==> config.mk <==
export PLATFORM = sky130hd
export DESIGN_NAME = pipeline_ctrl
export DESIGN_NICKNAME = d
export VERILOG_FILES = /design/src/rtl/pipeline_ctrl_pkg.sv /design/src/rtl/hazard_detect.sv /design/src/rtl/pipeline_ctrl.sv
export SDC_FILE = /design/constraint.sdc
export NUM_CORES = 1
export LEC_CHECK = 0
export CORE_MARGIN = 5
export CORE_UTILIZATION = 48
export DETAILED_ROUTE_END_ITERATION = 10
export GPL_TIMING_DRIVEN = 0
export PLACE_DENSITY_LB_ADDON = 0.3
export RECOVER_POWER = 50
export SLEW_MARGIN = 20
export SYNTH_ARGS = -nofsm -noshare
export SYNTH_HDL_FRONTEND = slang
export SYNTH_SLANG_ARGS = --single-unit
==> constraint.sdc <==
create_clock -name clk -period 2.9 [get_ports clk]
set_input_delay 0.29 -clock clk [delete_from_list [all_inputs] [get_ports clk]]
set_output_delay 0.29 -clock clk [all_outputs]
set_load 0.005 [all_outputs]
==> src/rtl/pipeline_ctrl_pkg.sv <==
// Shared types and constants for the pipeline sequencing unit.
package pipeline_ctrl_pkg;

    typedef enum logic [1:0] {
        ST_RUN   = 2'd0,
        ST_DRAIN = 2'd1,
        ST_ENTER = 2'd2,
        ST_HALT  = 2'd3
    } state_e;

    localparam logic [1:0] PCSEL_SEQ = 2'b00;
    localparam logic [1:0] PCSEL_BR  = 2'b01;
    localparam logic [1:0] PCSEL_VEC = 2'b10;
    localparam logic [1:0] PCSEL_EPC = 2'b11;

endpackage

==> src/rtl/hazard_detect.sv <==
// Combinational load-use compare between the ID-stage sources and the EX-stage load.
module hazard_detect (
    input  logic [5:0] rs_num,
    input  logic [5:0] rt_num,
    input  logic       uses_rs,
    input  logic       uses_rt,
    input  logic       ex_ld,
    input  logic       ex_regwrite,
    input  logic [5:0] ex_write,
    output logic       hazard
);

    logic load_dest;

    // Register 0 is hardwired, so a load targeting it never creates a dependency.
    assign load_dest = ex_ld & ex_regwrite & (ex_write != 6'd0);
    assign hazard    = load_dest & ((uses_rs & (rs_num == ex_write)) |
                                    (uses_rt & (rt_num == ex_write)));

endmodule

==> src/rtl/pipeline_ctrl.sv <==
// Pipeline sequencer: stall/flush controls, next-PC select, interrupt drain and halt FSM,
// plus saturating bubble/flush counters.
module pipeline_ctrl
    import pipeline_ctrl_pkg::*;
#(
    parameter int unsigned DRAIN_CYCLES = 2,
    parameter int unsigned CNT_W        = 32
) (
    input  logic             clk,
    input  logic             rst,
    input  logic [5:0]       id_rs_num,
    input  logic [5:0]       id_rt_num,
    input  logic             id_uses_rs,
    input  logic             id_uses_rt,
    input  logic             ex_ld,
    input  logic             ex_regwrite,
    input  logic [5:0]       ex_write,
    input  logic             branch_taken,
    input  logic             eret,
    input  logic             int_req,
    input  logic             int_en,
    input  logic             halt_req,
    input  logic             resume,
    output logic             pc_en,
    output logic             ifid_en,
    output logic             idex_en,
    output logic             ifid_zero,
    output logic             idex_zero,
    output logic [1:0]       pc_sel,
    output logic             epc_we,
    output logic             halted,
    output logic [CNT_W-1:0] cnt_bubble,
    output logic [CNT_W-1:0] cnt_flush
);

    localparam int unsigned DRAIN_W = (DRAIN_CYCLES > 1) ? $clog2(DRAIN_CYCLES) : 1;
    localparam logic [DRAIN_W-1:0] DRAIN_LOAD = DRAIN_W'(DRAIN_CYCLES - 1);

    state_e             state_q, state_d;
    logic [DRAIN_W-1:0] drain_q, drain_d;
    logic               hazard;
    logic               take_int;
    logic               bubble_inc;
    logic               flush_inc;

    hazard_detect u_hazard_detect (
        .rs_num      (id_rs_num),
        .rt_num      (id_rt_num),
        .uses_rs     (id_uses_rs),
        .uses_rt     (id_uses_rt),
        .ex_ld       (ex_ld),
        .ex_regwrite (ex_regwrite),
        .ex_write    (ex_write),
        .hazard      (hazard)
    );

    assign take_int = int_req & int_en;

    always_comb begin
        state_d    = state_q;
        drain_d    = drain_q;
        pc_en      = 1'b1;
        ifid_en    = 1'b1;
        idex_en    = 1'b1;
        ifid_zero  = 1'b0;
        idex_zero  = 1'b0;
        pc_sel     = PCSEL_SEQ;
        epc_we     = 1'b0;
        halted     = 1'b0;
        bubble_inc = 1'b0;
        flush_inc  = 1'b0;

        if (rst) begin
            // Hold the pipe frozen and cleared for as long as reset is asserted.
            pc_en     = 1'b0;
            ifid_en   = 1'b0;
            idex_en   = 1'b0;
            ifid_zero = 1'b1;
            idex_zero = 1'b1;
        end else begin
            unique case (state_q)
                ST_RUN: begin
                    if (branch_taken) begin
                        pc_sel    = PCSEL_BR;
                        ifid_zero = 1'b1;
                        idex_zero = 1'b1;
                        flush_inc = 1'b1;
                    end else if (eret) begin
                        pc_sel    = PCSEL_EPC;
                        ifid_zero = 1'b1;
                        idex_zero = 1'b1;
                        flush_inc = 1'b1;
                    end else if (halt_req) begin
                        state_d   = ST_HALT;
                        idex_zero = 1'b1;
                    end else if (take_int) begin
                        state_d   = ST_DRAIN;
                        drain_d   = DRAIN_LOAD;
                        pc_en     = 1'b0;
                        ifid_en   = 1'b0;
                        idex_zero = 1'b1;
                    end else if (hazard) begin
                        pc_en      = 1'b0;
                        ifid_en    = 1'b0;
                        idex_zero  = 1'b1;
                        bubble_inc = 1'b1;
                    end
                end
                ST_DRAIN: begin
                    pc_en     = 1'b0;
                    ifid_en   = 1'b0;
                    idex_zero = 1'b1;
                    if (drain_q == '0) begin
                        state_d = ST_ENTER;
                    end else begin
                        drain_d = drain_q - DRAIN_W'(1);
                    end
                end
                ST_ENTER: begin
                    pc_sel    = PCSEL_VEC;
                    epc_we    = 1'b1;
                    ifid_zero = 1'b1;
                    idex_zero = 1'b1;
                    flush_inc = 1'b1;
                    state_d   = ST_RUN;
                end
                ST_HALT: begin
                    pc_en   = 1'b0;
                    ifid_en = 1'b0;
                    idex_en = 1'b0;
                    halted  = 1'b1;
                    if (take_int) begin
                        state_d = ST_DRAIN;
                        drain_d = DRAIN_LOAD;
                    end else if (resume) begin
                        state_d = ST_RUN;
                    end
                end
                default: state_d = ST_RUN;
            endcase
        end
    end

    always_ff @(posedge clk or posedge rst) begin
        if (rst) begin
            state_q <= ST_RUN;
            drain_q <= '0;
        end else begin
            state_q <= state_d;
            drain_q <= drain_d;
        end
    end

    always_ff @(posedge clk or posedge rst) begin
        if (rst) begin
            cnt_bubble <= '0;
            cnt_flush  <= '0;
        end else begin
            if (bubble_inc && (cnt_bubble != '1)) begin
                cnt_bubble <= cnt_bubble + CNT_W'(1);
            end
            if (flush_inc && (cnt_flush != '1)) begin
                cnt_flush <= cnt_flush + CNT_W'(1);
            end
        end
    end

endmodule

==> impl_summary.txt, run 1 <==
----------------------------------------------------
[Drt]
  Detail Route Antenna Nets ... 0
  Detail-routed via count per cell ... 5.37
  Pre-antenna DRT Iters ... 5
  Sum of routed wire length over all layers ... about 8900 um
  Post-route DRC ... 0
  Drt initial violations ... 136
  Avg WL per Cell ... ~15 um
  Vias after detailed routing ... ~3,000

[Logic synthesis]
  EDFF count, synth ... 0
  Async SR Flop Fraction ... 1.00
  Sequential-to-total area share from yosys stat ... 0.467
  Cells taking the most area after synthesis ... sky130_fd_sc_hd__dfrtp_1, sky130_fd_sc_hd__xnor2_1, sky130_fd_sc_hd__xor2_1
  Cell type with the largest total area after synthesis ... sky130_fd_sc_hd__dfrtp_1
  Post-Synthesis Mean Instance Area ... 10.1 um2
  Synthesis warning total ... 0
  Number of standard cells after synthesis ... approximately 360
  Yosys top cell area share ... 0.467
  Count of unique library cells instantiated by Yosys ... 42
  Total of flip-flops plus latches after synthesis ... 67
  Synthesized Nets ... 392
  Summed instance area of the synthesized netlist ... 3590 um2
  Most instantiated flip-flop cell in the synthesis netlist ... sky130_fd_sc_hd__dfrtp_1

[Final layout]
  Post-route cell area ... 5010 um2
  Synth-to-Final Area Change ... 39.4%
  Filler Cell Count ... between 500 and 600
  Share of final-layout standard cells stronger than drive strength 1 ... 0.0903
  Count of antenna diodes in the layout ... 0
  Final Non-Filler Cells ... 575
  NumNets Final ... between 500 and 600

[Critical path]
  Required time reported for the critical path endpoint ... 2.61 ns
  Library cell contributing the largest single delay on the critical path ... sky130_fd_sc_hd__or4_1
  Largest stage delay on the critical path ... slightly above 0.5 ns
  Kind of launch point of the worst setup path ... input port
  Worst setup path category ... in2out
  Crit. End Element ... output pin
  Top delay family on crit path ... buffers and inverters
  Crit path buffers/inverters ... 3
  Cells along the critical path ... dlygate4sd2_1 -> or4_1 -> o311a_1 -> nand2_2 -> nand2_1 -> a211oi_2 -> buf_4 -> clkdlybuf4s50_1
  Worst-path maximum fanout ... 3
  Crit path DAT ... 2.51 ns

[STA]
  Finish-stage setup viols ... 0
  Worst Tran Pin Value ... 0.688 ns
  Slew HR ... 0.537
  Post-route worst hold slack ... 0.178 ns
  Final Max Slew Viols ... 0
  Final clock period utilization by the worst path ... 0.966
  Peak clock frequency supported by timing ... approximately 360 MHz
  Skew final ... 0.00924 ns
  Time the final worst path needs with I/O delays and setup ... 2.80 ns
  Number of endpoints with negative hold slack in the final report ... 0
  RSZ-0062 raised after global routing ... no
  Accumulated negative setup slack ... 0 ns

[Die]
  Initial standard-cell utilization of the core ... 0.495
  Placeable core region ... around 7300 um2
  Ports placed on the boundary ... 103
  Die height ... 96.5 um
  Standard-cell row count ... 31
  Width of the chip ... 96.5 um
  DIE AREA ... slightly above 9000 um2

[Clocking]
  Count of hold buffers inserted by post-cts repair ... 0
  TritonCTS clock tree ... built
  H-tree depth reported by CTS ... 3
  Buffer cell driving the clock tree root ... sky130_fd_sc_hd__clkbuf_8
  CTS Buffer Depth ... 2
  Number of clock sinks ... 67
  Clock transition at path regs ... ~0.08 ns
  TritonCTS Buffers ... 9
  Later-pin clock latency in the skew report ... 0.34 ns

[GRT]
  Global-route layer with the greatest usage ... met2
  Maximum number of pins on one net before global-route repair ... 32
  Total global routing track utilization ... 0.198
  Global-route wire length before repair ... about 14,000 um
  Met3 usage in global routing ... 0.0519
  Met2 Usage GRT ... 0.320
  Met1 global-route usage ... 0.257
  Overflow after GRT ... 0
  Via count of the first global-routing pass ... 3,077
  Number of antenna violations at the first check in global routing ... 0

[Pwr]
  Worst IR drop on VDD ... 0.248 mV
  Leakage power figure ... 2.30 nW
  Power density relative to cell area ... 512 nW/um2

[Place]
  Number of input and output port buffers inserted ... 101
  Routability Congestion ... 0.898
  Detailed placer's ending HPWL ... 6780 um
  Placed cell count ... 558
  Post-placement cell area ... 4770 um2

[Status]
  Run status ... completed

[Flow run]
  Number of violations of the max-capacitance limit ... 0

[Hold path]
  Tightest Hold Check Type ... in2async

----------------------------------------------------
==> cell usage in the layout, fill, tap and decap left out, types with 3 or more instances in the layout <==
| master | count |
|---|---|
| sky130_fd_sc_hd__xnor2_1 | 42 |
| sky130_fd_sc_hd__nand3_1 | 29 |
| sky130_fd_sc_hd__nor2_1 | 23 |
| sky130_fd_sc_hd__ha_1 | 6 |
| sky130_fd_sc_hd__clkbuf_8 | 11 |
| sky130_fd_sc_hd__nor4_1 | 12 |
| sky130_fd_sc_hd__a21oi_1 | 7 |
| sky130_fd_sc_hd__clkdlybuf4s50_1 | 62 |
| sky130_fd_sc_hd__and3_1 | 8 |
| sky130_fd_sc_hd__dfrtp_1 | 67 |
| sky130_fd_sc_hd__and2_1 | 7 |
| sky130_fd_sc_hd__and4_1 | 6 |
| sky130_fd_sc_hd__xor2_1 | 32 |
| sky130_fd_sc_hd__nand4_1 | 12 |
| sky130_fd_sc_hd__inv_1 | 14 |
| sky130_fd_sc_hd__dlygate4sd3_1 | 35 |
| sky130_fd_sc_hd__nand2_1 | 33 |
| sky130_fd_sc_hd__buf_4 | 3 |
| sky130_fd_sc_hd__buf_2 | 4 |
| sky130_fd_sc_hd__dlygate4sd2_1 | 3 |
| sky130_fd_sc_hd__nor2b_1 | 3 |
| sky130_fd_sc_hd__nor3_1 | 10 |
==> final cells by class <==
cell class	count	area, um2	area share
Sequential cell	67	1680	0.335
Tap cell	99	124	0.0247
Buffer	8	42.5	0.00849
Clock inverter	5	83.8	0.0167
Inverter	15	57.6	0.0115
Multi-Input combinational cell	266	1830	0.364
Timing Repair Buffer	104	1050	0.209
Clock buffer	11	151	0.0302
==> synthesized netlist by cell type, types with 3 or more instances <==
cell	count
sky130_fd_sc_hd__ha_1	6
sky130_fd_sc_hd__nor2_1	23
sky130_fd_sc_hd__and2_1	7
sky130_fd_sc_hd__nand3_1	29
sky130_fd_sc_hd__a21oi_1	7
sky130_fd_sc_hd__xnor2_1	42
sky130_fd_sc_hd__xor2_1	32
sky130_fd_sc_hd__nor3_1	10
sky130_fd_sc_hd__buf_2	4
sky130_fd_sc_hd__inv_1	15
sky130_fd_sc_hd__nor4_1	12
sky130_fd_sc_hd__nand2_1	34
sky130_fd_sc_hd__and3_1	8
sky130_fd_sc_hd__o21ai_0	3
sky130_fd_sc_hd__dfrtp_1	67
sky130_fd_sc_hd__nor2b_1	3
sky130_fd_sc_hd__nand4_1	12
sky130_fd_sc_hd__and4_1	6
==> what timing repair did <==
| item | CTS | global route |
|---|---|---|
| pin swaps | 2 | 2 |
| resized for setup | 5 | 3 |
| setup buffers | 1 | 0 |
| endpoints found under the setup margin | 2 | 2 |
==> power breakdown <==
group          leakage (nW)  internal, mW  switching [mW]
sequential            0.910         0.997          0.0634
combinational          1.28         0.324           0.280
clock                 0.112         0.534           0.367
total                  2.30          1.86           0.710
==> flip-flops by register name, indices dropped and copies added, names as in the netlist <==
name        count
cnt_bubble     32
cnt_flush      32
drain_q         1
state_q         2
==> layer usage <==
layer	part of all wire	vias up	routed length [um]
met5	0	-	0
met4	0.014	0	128
met3	0.072	20	639
met2	0.47	113	4200
met1	0.44	1480	3930
li1	-	1475	-
==> worst paths after layout <==
| kind | start | endpoint | slack, ns | cells past startpoint |
|---|---|---|---|---|
| max | ex_write[0] | pc_en | 0.1 | 8 |
| min | rst | cnt_bubble[25] | 0.18 | 2 |
| max reg2reg | state_q[1] | cnt_flush[25] | 0.37 | 9 |
| min reg2reg | cnt_flush[26] | cnt_flush[26] | 0.49 | 1 |
| max in group asynchronous | rst | cnt_bubble[9] | 2.20 | 3 |
| min in group clk | cnt_flush[26] | cnt_flush[26] | 0.49 | 1 |
==> metrics by stage <==
stage | setup slack [ns] | util | power (mW)
floorplan | 0.0700 | - | 1.40
global placement | -0.649 | 0.652 | 1.67
detailed placement | -0.305 | 0.658 | 1.70
CTS | 0.0601 | 0.691 | 2.60
global route | 0.000155 | 0.691 | 2.70
finish | 0.0994 | 0.691 | 2.57
==> cells by family after synthesis <==
group	after synthesis	synth area share
mux	2	0.00627
flops	67	0.467
simple gates	163	0.256
xor+xnor	74	0.180
compound gates	21	0.0428
fa+ha+maj	6	0.0209
buf+inv	23	0.0275
No activity file was read; power rests on OpenSTA's default activity.
==> run 2: changes to the inputs <==
--- a/config.mk
+++ b/config.mk
@@ -15,3 +15,4 @@
 export SYNTH_ARGS = -nofsm -noshare
 export SYNTH_HDL_FRONTEND = slang
 export SYNTH_SLANG_ARGS = --single-unit
+export TNS_END_PERCENT = 1
==> results of run 2 <==
No change in the layout: final DEF, timing and power equal those of run 1.
==> run 3: changes to the inputs <==
--- a/config.mk
+++ b/config.mk
@@ -14,5 +14,6 @@
 export SLEW_MARGIN = 20
 export SYNTH_ARGS = -nofsm -noshare
 export SYNTH_HDL_FRONTEND = slang
+export SYNTH_HIERARCHICAL = 1
 export SYNTH_SLANG_ARGS = --single-unit
 export TNS_END_PERCENT = 1
==> impl_summary.txt, run 3 <==
----------------------------------------------------
[Status]
  Run status ... completed

[Die]
  Ports placed on the boundary ... 103
  Die height ... 96.1 um
  Standard-cell row count ... 31
  Width of the chip ... a little under 100 um
  Placeable core region ... around 7300 um2
  DIE AREA ... between 9000 and 10,000 um2
  Initial standard-cell utilization of the core ... 0.491

[STA]
  Slew HR ... 0.192
  Skew final ... ~0.0068 ns
  Final clock period utilization by the worst path ... 0.963
  Setup ws final ... 0.106 ns
  RSZ-0062 raised after global routing ... no
  Worst Tran Pin Value ... about 1.2 ns
  Finish-stage setup viols ... 0
  Number of endpoints with negative hold slack in the final report ... 0
  Final Max Slew Viols ... 0
  Time the final worst path needs with I/O delays and setup ... between 2 and 3 ns
  Peak clock frequency supported by timing ... 358 MHz

[Critical path]
  Largest stage delay on the critical path ... 0.54 ns
  Crit. End Element ... output pin
  Cells along the critical path ... dlygate4sd2_1 -> or4_1 -> o311ai_2 -> a21oi_2 -> nand2b_4 -> a211oi_2 -> buf_4 -> clkdlybuf4s50_1
  Kind of launch point of the worst setup path ... input port
  Required time reported for the critical path endpoint ... 2.61 ns
  Worst-path maximum fanout ... 3
  Worst setup path category ... in2out
  Library cell contributing the largest single delay on the critical path ... sky130_fd_sc_hd__or4_1
  Crit path DAT ... ~2.5 ns

[Drt]
  Sum of routed wire length over all layers ... 8310 um
  Pre-antenna DRT Iters ... 4
  Post-route DRC ... 0
  Drt initial violations ... 112
  Detail-routed via count per cell ... 5.30
  Vias after detailed routing ... 2,929
  Avg WL per Cell ... between 15 and 20 um
  Detail Route Antenna Nets ... 0

[Clocking]
  TritonCTS clock tree ... built
  Buffer cell driving the clock tree root ... sky130_fd_sc_hd__clkbuf_8
  Count of hold buffers inserted by post-cts repair ... 0
  Clock transition at path regs ... 0.08 ns
  Number of clock sinks ... between 60 and 70
  TritonCTS Buffers ... 9
  CTS Buffer Depth ... 2
  H-tree depth reported by CTS ... 3
  Later-pin clock latency in the skew report ... between 0.3 and 0.4 ns

[Final layout]
  Count of antenna diodes in the layout ... 0
  Filler Cell Count ... 552
  Registers with the most flip-flops ... cnt_bubble x32, cnt_flush x32, state_q x2
  NumNets Final ... 485
  Leading cell type in the layout, fill and taps excluded ... sky130_fd_sc_hd__dfrtp_1
  Area taken by flip-flops and latches ... between 1500 and 2000 um2
  Area occupied by multi-input gates ... around 1900 um2
  Synth-to-Final Area Change ... 41.2%
  Share of final-layout standard cells stronger than drive strength 1 ... 0.108
  Highest-count cells in the layout ignoring fill and taps ... sky130_fd_sc_hd__dfrtp_1, sky130_fd_sc_hd__clkdlybuf4s50_1, sky130_fd_sc_hd__xnor2_1

[Pwr]
  Clk pwr share ... 0.339
  Sw power ... about 0.72 mW
  Relative contribution of combinational cells to total power ... 0.239
  Internal power ... 1.82 mW
  Worst IR drop on VDD ... 0.549 mV
  Overall power of the completed layout ... 2.54 mW
  Leakage power figure ... 2.29 nW
  Switching part of the total ... 0.283
  Power density relative to cell area ... 506 nW/um2
  Proportion of power drawn by flip-flops and latches ... 0.423

[Place]
  Routability Congestion ... 0.788
  Detailed placer's ending HPWL ... 6330 um
  Number of input and output port buffers inserted ... 102
  Pre-CTS setup slack ... -0.705 ns

[Hold path]
  Tightest Hold Check Type ... reg2reg

[Logic synthesis]
  Yosys top cell area share ... 0.471
  Async SR Flop Fraction ... 1.00
  Most instantiated flip-flop cell in the synthesis netlist ... sky130_fd_sc_hd__dfrtp_1
  Total of flip-flops plus latches after synthesis ... 67
  EDFF count, synth ... 0
  Cells taking the most area after synthesis ... sky130_fd_sc_hd__dfrtp_1, sky130_fd_sc_hd__xnor2_1, sky130_fd_sc_hd__xor2_1
  Most common cell in the synthesized netlist ... sky130_fd_sc_hd__dfrtp_1
  Cell type with the largest total area after synthesis ... sky130_fd_sc_hd__dfrtp_1
  Summed instance area of the synthesized netlist ... between 3000 and 4000 um2
  Count of unique library cells instantiated by Yosys ... 50
  Post-Synthesis Mean Instance Area ... 10.7 um2
  Number of standard cells after synthesis ... 332
  Sequential-to-total area share from yosys stat ... 0.471
  Top cell types by occurrence after synthesis ... sky130_fd_sc_hd__dfrtp_1, sky130_fd_sc_hd__xnor2_1, sky130_fd_sc_hd__xor2_1, sky130_fd_sc_hd__nand3_1, sky130_fd_sc_hd__nand2_1
  Synthesized Nets ... between 300 and 400
  Synthesis warning total ... 6

[GRT]
  Overflow after GRT ... 0
  Global-route wire length before repair ... 13,700 um
  Total global routing track utilization ... 0.188
  Number of antenna violations at the first check in global routing ... 0
  Via count of the first global-routing pass ... 2,857
  Maximum number of pins on one net before global-route repair ... 51

[Flow run]
  Number of violations of the max-capacitance limit ... 0

----------------------------------------------------
-- run 3: final timing paths --
path,start,to,slack [ns],cells past startpoint
setup / recovery,ex_write[2],pc_en,0.11,8
hold / removal,cnt_bubble[11],cnt_bubble[11],0.48,1
setup reg to reg,state_q[0],cnt_flush[30],0.36,8
hold reg to reg,cnt_bubble[11],cnt_bubble[11],0.48,1
max in group asynchronous,rst,cnt_bubble[10],0.80,4
min in group asynchronous,rst,cnt_flush[16],0.68,3
-- run 3: per-stage QoR --
step	cells	area [um2]	util	hold WS (ns)	TNS [ns]
after detailed placement	534	4730	0.653	0.485	-11.11
after global routing	553	5020	0.693	0.520	0
after global placement	533	4700	0.648	0.478	-50.00
final	553	5020	0.693	0.482	0
after floorplan	332	3560	-	0.477	0
after CTS	552	5000	0.689	0.496	0
-- run 3: worst max-delay path: cells and delay by family --
kind            cells  cell delay, ns
simple gates        2            0.69
buf+inv             3            0.91
compound gates      3            0.60
-- run 3: what timing repair did --
item,in CTS,in global routing
gates cloned,0,0
resized for setup,10,7
pin swaps,2,3
endpoints found under the setup margin,21,24
buffers inserted,2,1
-- run 3: kinds of logic (layout without fill, tap and decap cells) --
kind of cell / after synthesis / in the layout / synth area share
AND/OR/NAND/NOR: 140 / 140 / 0.229
XOR/XNOR: 73 / 73 / 0.180
multiplexers: 5 / 5 / 0.0165
adder cells (fa/ha/maj): 6 / 6 / 0.0211
buffers and inverters: 17 / 139 / 0.0229
AO/OA/AOI/OAI: 24 / 24 / 0.0598
flip-flops: 67 / 67 / 0.471
-- run 3: cell type report --
class | instances | share of cell area
inverter | 11 | 0.00872
buffer | 6 | 0.00797
clock inverter | 7 | 0.0199
tap | 99 | 0.0247
clock buffer | 9 | 0.0247
sequential | 67 | 0.334
timing repair buffer | 106 | 0.211
multi-input combinational | 248 | 0.369
-- run 3: power groups by stage --
stage                     Combinational (mW)  Sequential (mW)  Clock (mW)
after detailed placement               0.613             1.09           0
after CTS                              0.613             1.07       0.881
final                                  0.606             1.07       0.861
after floorplan                        0.333             1.08           0
after global placement                 0.593             1.08           0
after global routing                   0.674             1.09       0.912
-- run 3: layer usage --
metal / up-vias / global-route usage / share of wire
li1: 1421 / - / -
met1: 1425 / 0.252 / 0.44
met2: 67 / 0.298 / 0.49
met3: 16 / 0.0438 / 0.049
met4: 0 / 0.0687 / 0.020
met5: - / 0 / 0
==> patch, RTL diff (config.mk and constraints of run 3) <==
Encoding of `state_e`: now one-hot (4 bits for 4 states).
--- a/src/rtl/pipeline_ctrl_pkg.sv
+++ b/src/rtl/pipeline_ctrl_pkg.sv
@@ -1,11 +1,11 @@
 // Shared types and constants for the pipeline sequencing unit.
 package pipeline_ctrl_pkg;
 
-    typedef enum logic [1:0] {
-        ST_RUN   = 2'd0,
-        ST_DRAIN = 2'd1,
-        ST_ENTER = 2'd2,
-        ST_HALT  = 2'd3
+    typedef enum logic [3:0] {
+        ST_RUN   = 4'b0001,
+        ST_DRAIN = 4'b0010,
+        ST_ENTER = 4'b0100,
+        ST_HALT  = 4'b1000
     } state_e;
 
     localparam logic [1:0] PCSEL_SEQ = 2'b00;
Formal check against the unedited RTL: no difference found for any inputs over 10 cycles, from zero or initial values and one cycle with rst high; not proved beyond that.
==> patch against run 3 <==
Cell area rose by 3.7%; fmax shrank 2.9%; synthesized area rose by 7.0%; critical path type unchanged; register-to-register slack gained 0.29 ns; largest power group unchanged; die area grew 6.2%; sequential cell count up 2; critical endpoint unchanged; critical path depth increased by 1; first-iteration DRC count up 41%; wire length grew 19%; synthesized cell count rose by 15%; worst setup slack lost 0.083 ns; largest cell class unchanged; total power grew 2.2%.
==> patch: results (changes against run 3) <==
status -> complete, no violations (unchanged)
Final Net Count -> 529 (was 485)
synth cell count leaders -> 68 x dfrtp_1, 53 x xnor2_1, 39 x nand3_1, 33 x nand4_1, 27 x nand2_1 (was 67 x dfrtp_1, 44 x xnor2_1, 29 x xor2_1, 28 x nand3_1, 27 x nand2_1)
CTS max path bufs -> 2 (unchanged)
met2 WL -> 4902 um (was 4043 um)
Largest regs -> cnt_bubble x32, cnt_flush x32, state_q x4 (was cnt_bubble x32, cnt_flush x32, state_q x2)
Post-Syn Instances -> 383 (was 332)
critical path's top delay family -> simple AND/OR/NAND/NOR gates (was buffers and inverters)
Max stage delay cell, worst path -> or4_1 (unchanged)
Leak -> 2.218 nW (was 2.291 nW)
Skew-Pair Late Insertion Delay -> 0.35 ns
DR top layer -> met4 (unchanged)
skew final -> 0.01671 ns (was 0.006789 ns)
largest net degree at the start of global routing -> 39 (was 51)
Post-DP HPWL -> 7312 um (was 6327 um)
CTS root buf -> clkbuf_8 (unchanged)
CTS HTree Levels -> 3 (unchanged)
Synth area leaders -> dfrtp_1 45%, xnor2_1 12%, nand4_1 5.4% (was dfrtp_1 47%, xnor2_1 11%, xor2_1 7.1%)
DR pass1 iterations -> 4 (unchanged)
vias in the first global route -> 3517 (was 2857)
met3 wire length -> 533 um (was 408 um)
Post-Syn Nets -> 415 (was 368)
GR Util met2 -> 33.26% (was 29.79%)
final std cells w/o fill -> 604 (was 553)
DRT met1 WL -> 4241 um (was 3691 um)
grt met3 use -> 5.237% (was 4.378%)
slowest cell delay on critical path -> 0.57 ns (was 0.54 ns)
Ant. Diodes -> 0 (unchanged)
Reg clk slew, reported paths -> 0.08 ns (about the same)
Worst Tran Pin Value -> 0.9320 ns (was 1.212 ns)
Initial DRC Count -> 158 (was 112)
GR Util All Layers -> 20.31% (was 18.83%)
Worst EP arrival -> 2.59 ns (was 2.50 ns)
port bufs -> 101 (was 102)
GP Congestion -> 0.9327 (was 0.7877)
CP max FO -> 3 (unchanged)
Internal Power -> 1.826 mW (was 1.823 mW)
Num CTS Buffers -> 9 (unchanged)
comb pwr -> 0.597 mW (was 0.606 mW)
vias per cell -> 5.801 (was 5.297)
YS warnings -> 6 (unchanged)
post-synthesis sequential area ratio -> 45.40% (was 47.12%)
first-pass GRT wire length -> 16320 um (was 13700 um)
antenna violations before repair -> 0 (unchanged)
layout cells sized above 1 -> 7.968% (was 10.79%)
dpl cells -> 587 (was 534)
Placement Setup Slack -> -0.3491 ns (was -0.7047 ns)
async set-reset flop share out of synthesis -> 100.0% (unchanged)
distinct cell type count after synthesis -> 47 (was 50)
Filler Cell Count -> 606 (was 552)
Hold Crit Class -> in2async (was reg2reg)
Clock power frac -> 34.2% (was 33.9%)
WL final -> 9867 um (was 8309 um)
global routing usage on met1 -> 25.87% (was 25.18%)
Max VDD drop -> 0.2646 mV (was 0.5490 mV)
==> patch: cell type report <==
type,count,share of cell area [%]
flip-flops and latches,69,33.17
clock inverters,6,1.657
plain buffers,6,0.6964
repair buffers,103,19.76
well taps,102,2.450
inverters,5,0.4083
clock buffers,10,2.642
multi-input cells,303,39.22
==> patch: through the flow <==
step                      hold slack, ns  total power [mW]  area [um^2]  utilization, %
after floorplan                   0.4260             1.463         3806               -
after global placement            0.4808             1.720         4945           63.99
after detailed placement          0.4844             1.737         4967           64.28
after CTS                         0.1238             2.610         5201           67.31
after global routing              0.1829             2.717         5210           67.42
final                             0.1201             2.595         5210           67.42
==> patch: what timing repair did <==
action,in CTS,in global routing
gates resized for setup,9,2
setup buffers,1,0
pin swaps,4,3
setup endpoints to repair,3,16
gates cloned,0,0
==> patch: kinds of logic (layout without fill, tap and decap cells) <==
kind of cell / Yosys count / after routing / synth area share, %
muxes: 4 / 4 / 1.282
adders and majority gates: 2 / 2 / 0.6574
AOI/OAI and AO/OA: 30 / 30 / 5.687
and+or+nand+nor: 196 / 196 / 29.19
xor gates and xnor gates: 71 / 71 / 16.34
buffers and inverters: 11 / 130 / 1.447
DFF: 69 / 69 / 45.40
==> patch: path summary, 6_finish.rpt <==
path                                   start             end  slack, ns  depth (start not counted)
worst max-delay path             ex_write[2]           pc_en       0.02                          9
worst min-delay path                     rst         drain_q       0.12                          2
worst max register to register    state_q[0]  cnt_bubble[30]       0.65                          5
worst min register to register  cnt_flush[8]    cnt_flush[8]       0.49                          1
max in group asynchronous                rst   cnt_flush[21]       2.24                          3
min in group clk                         rst         drain_q       0.48                          3
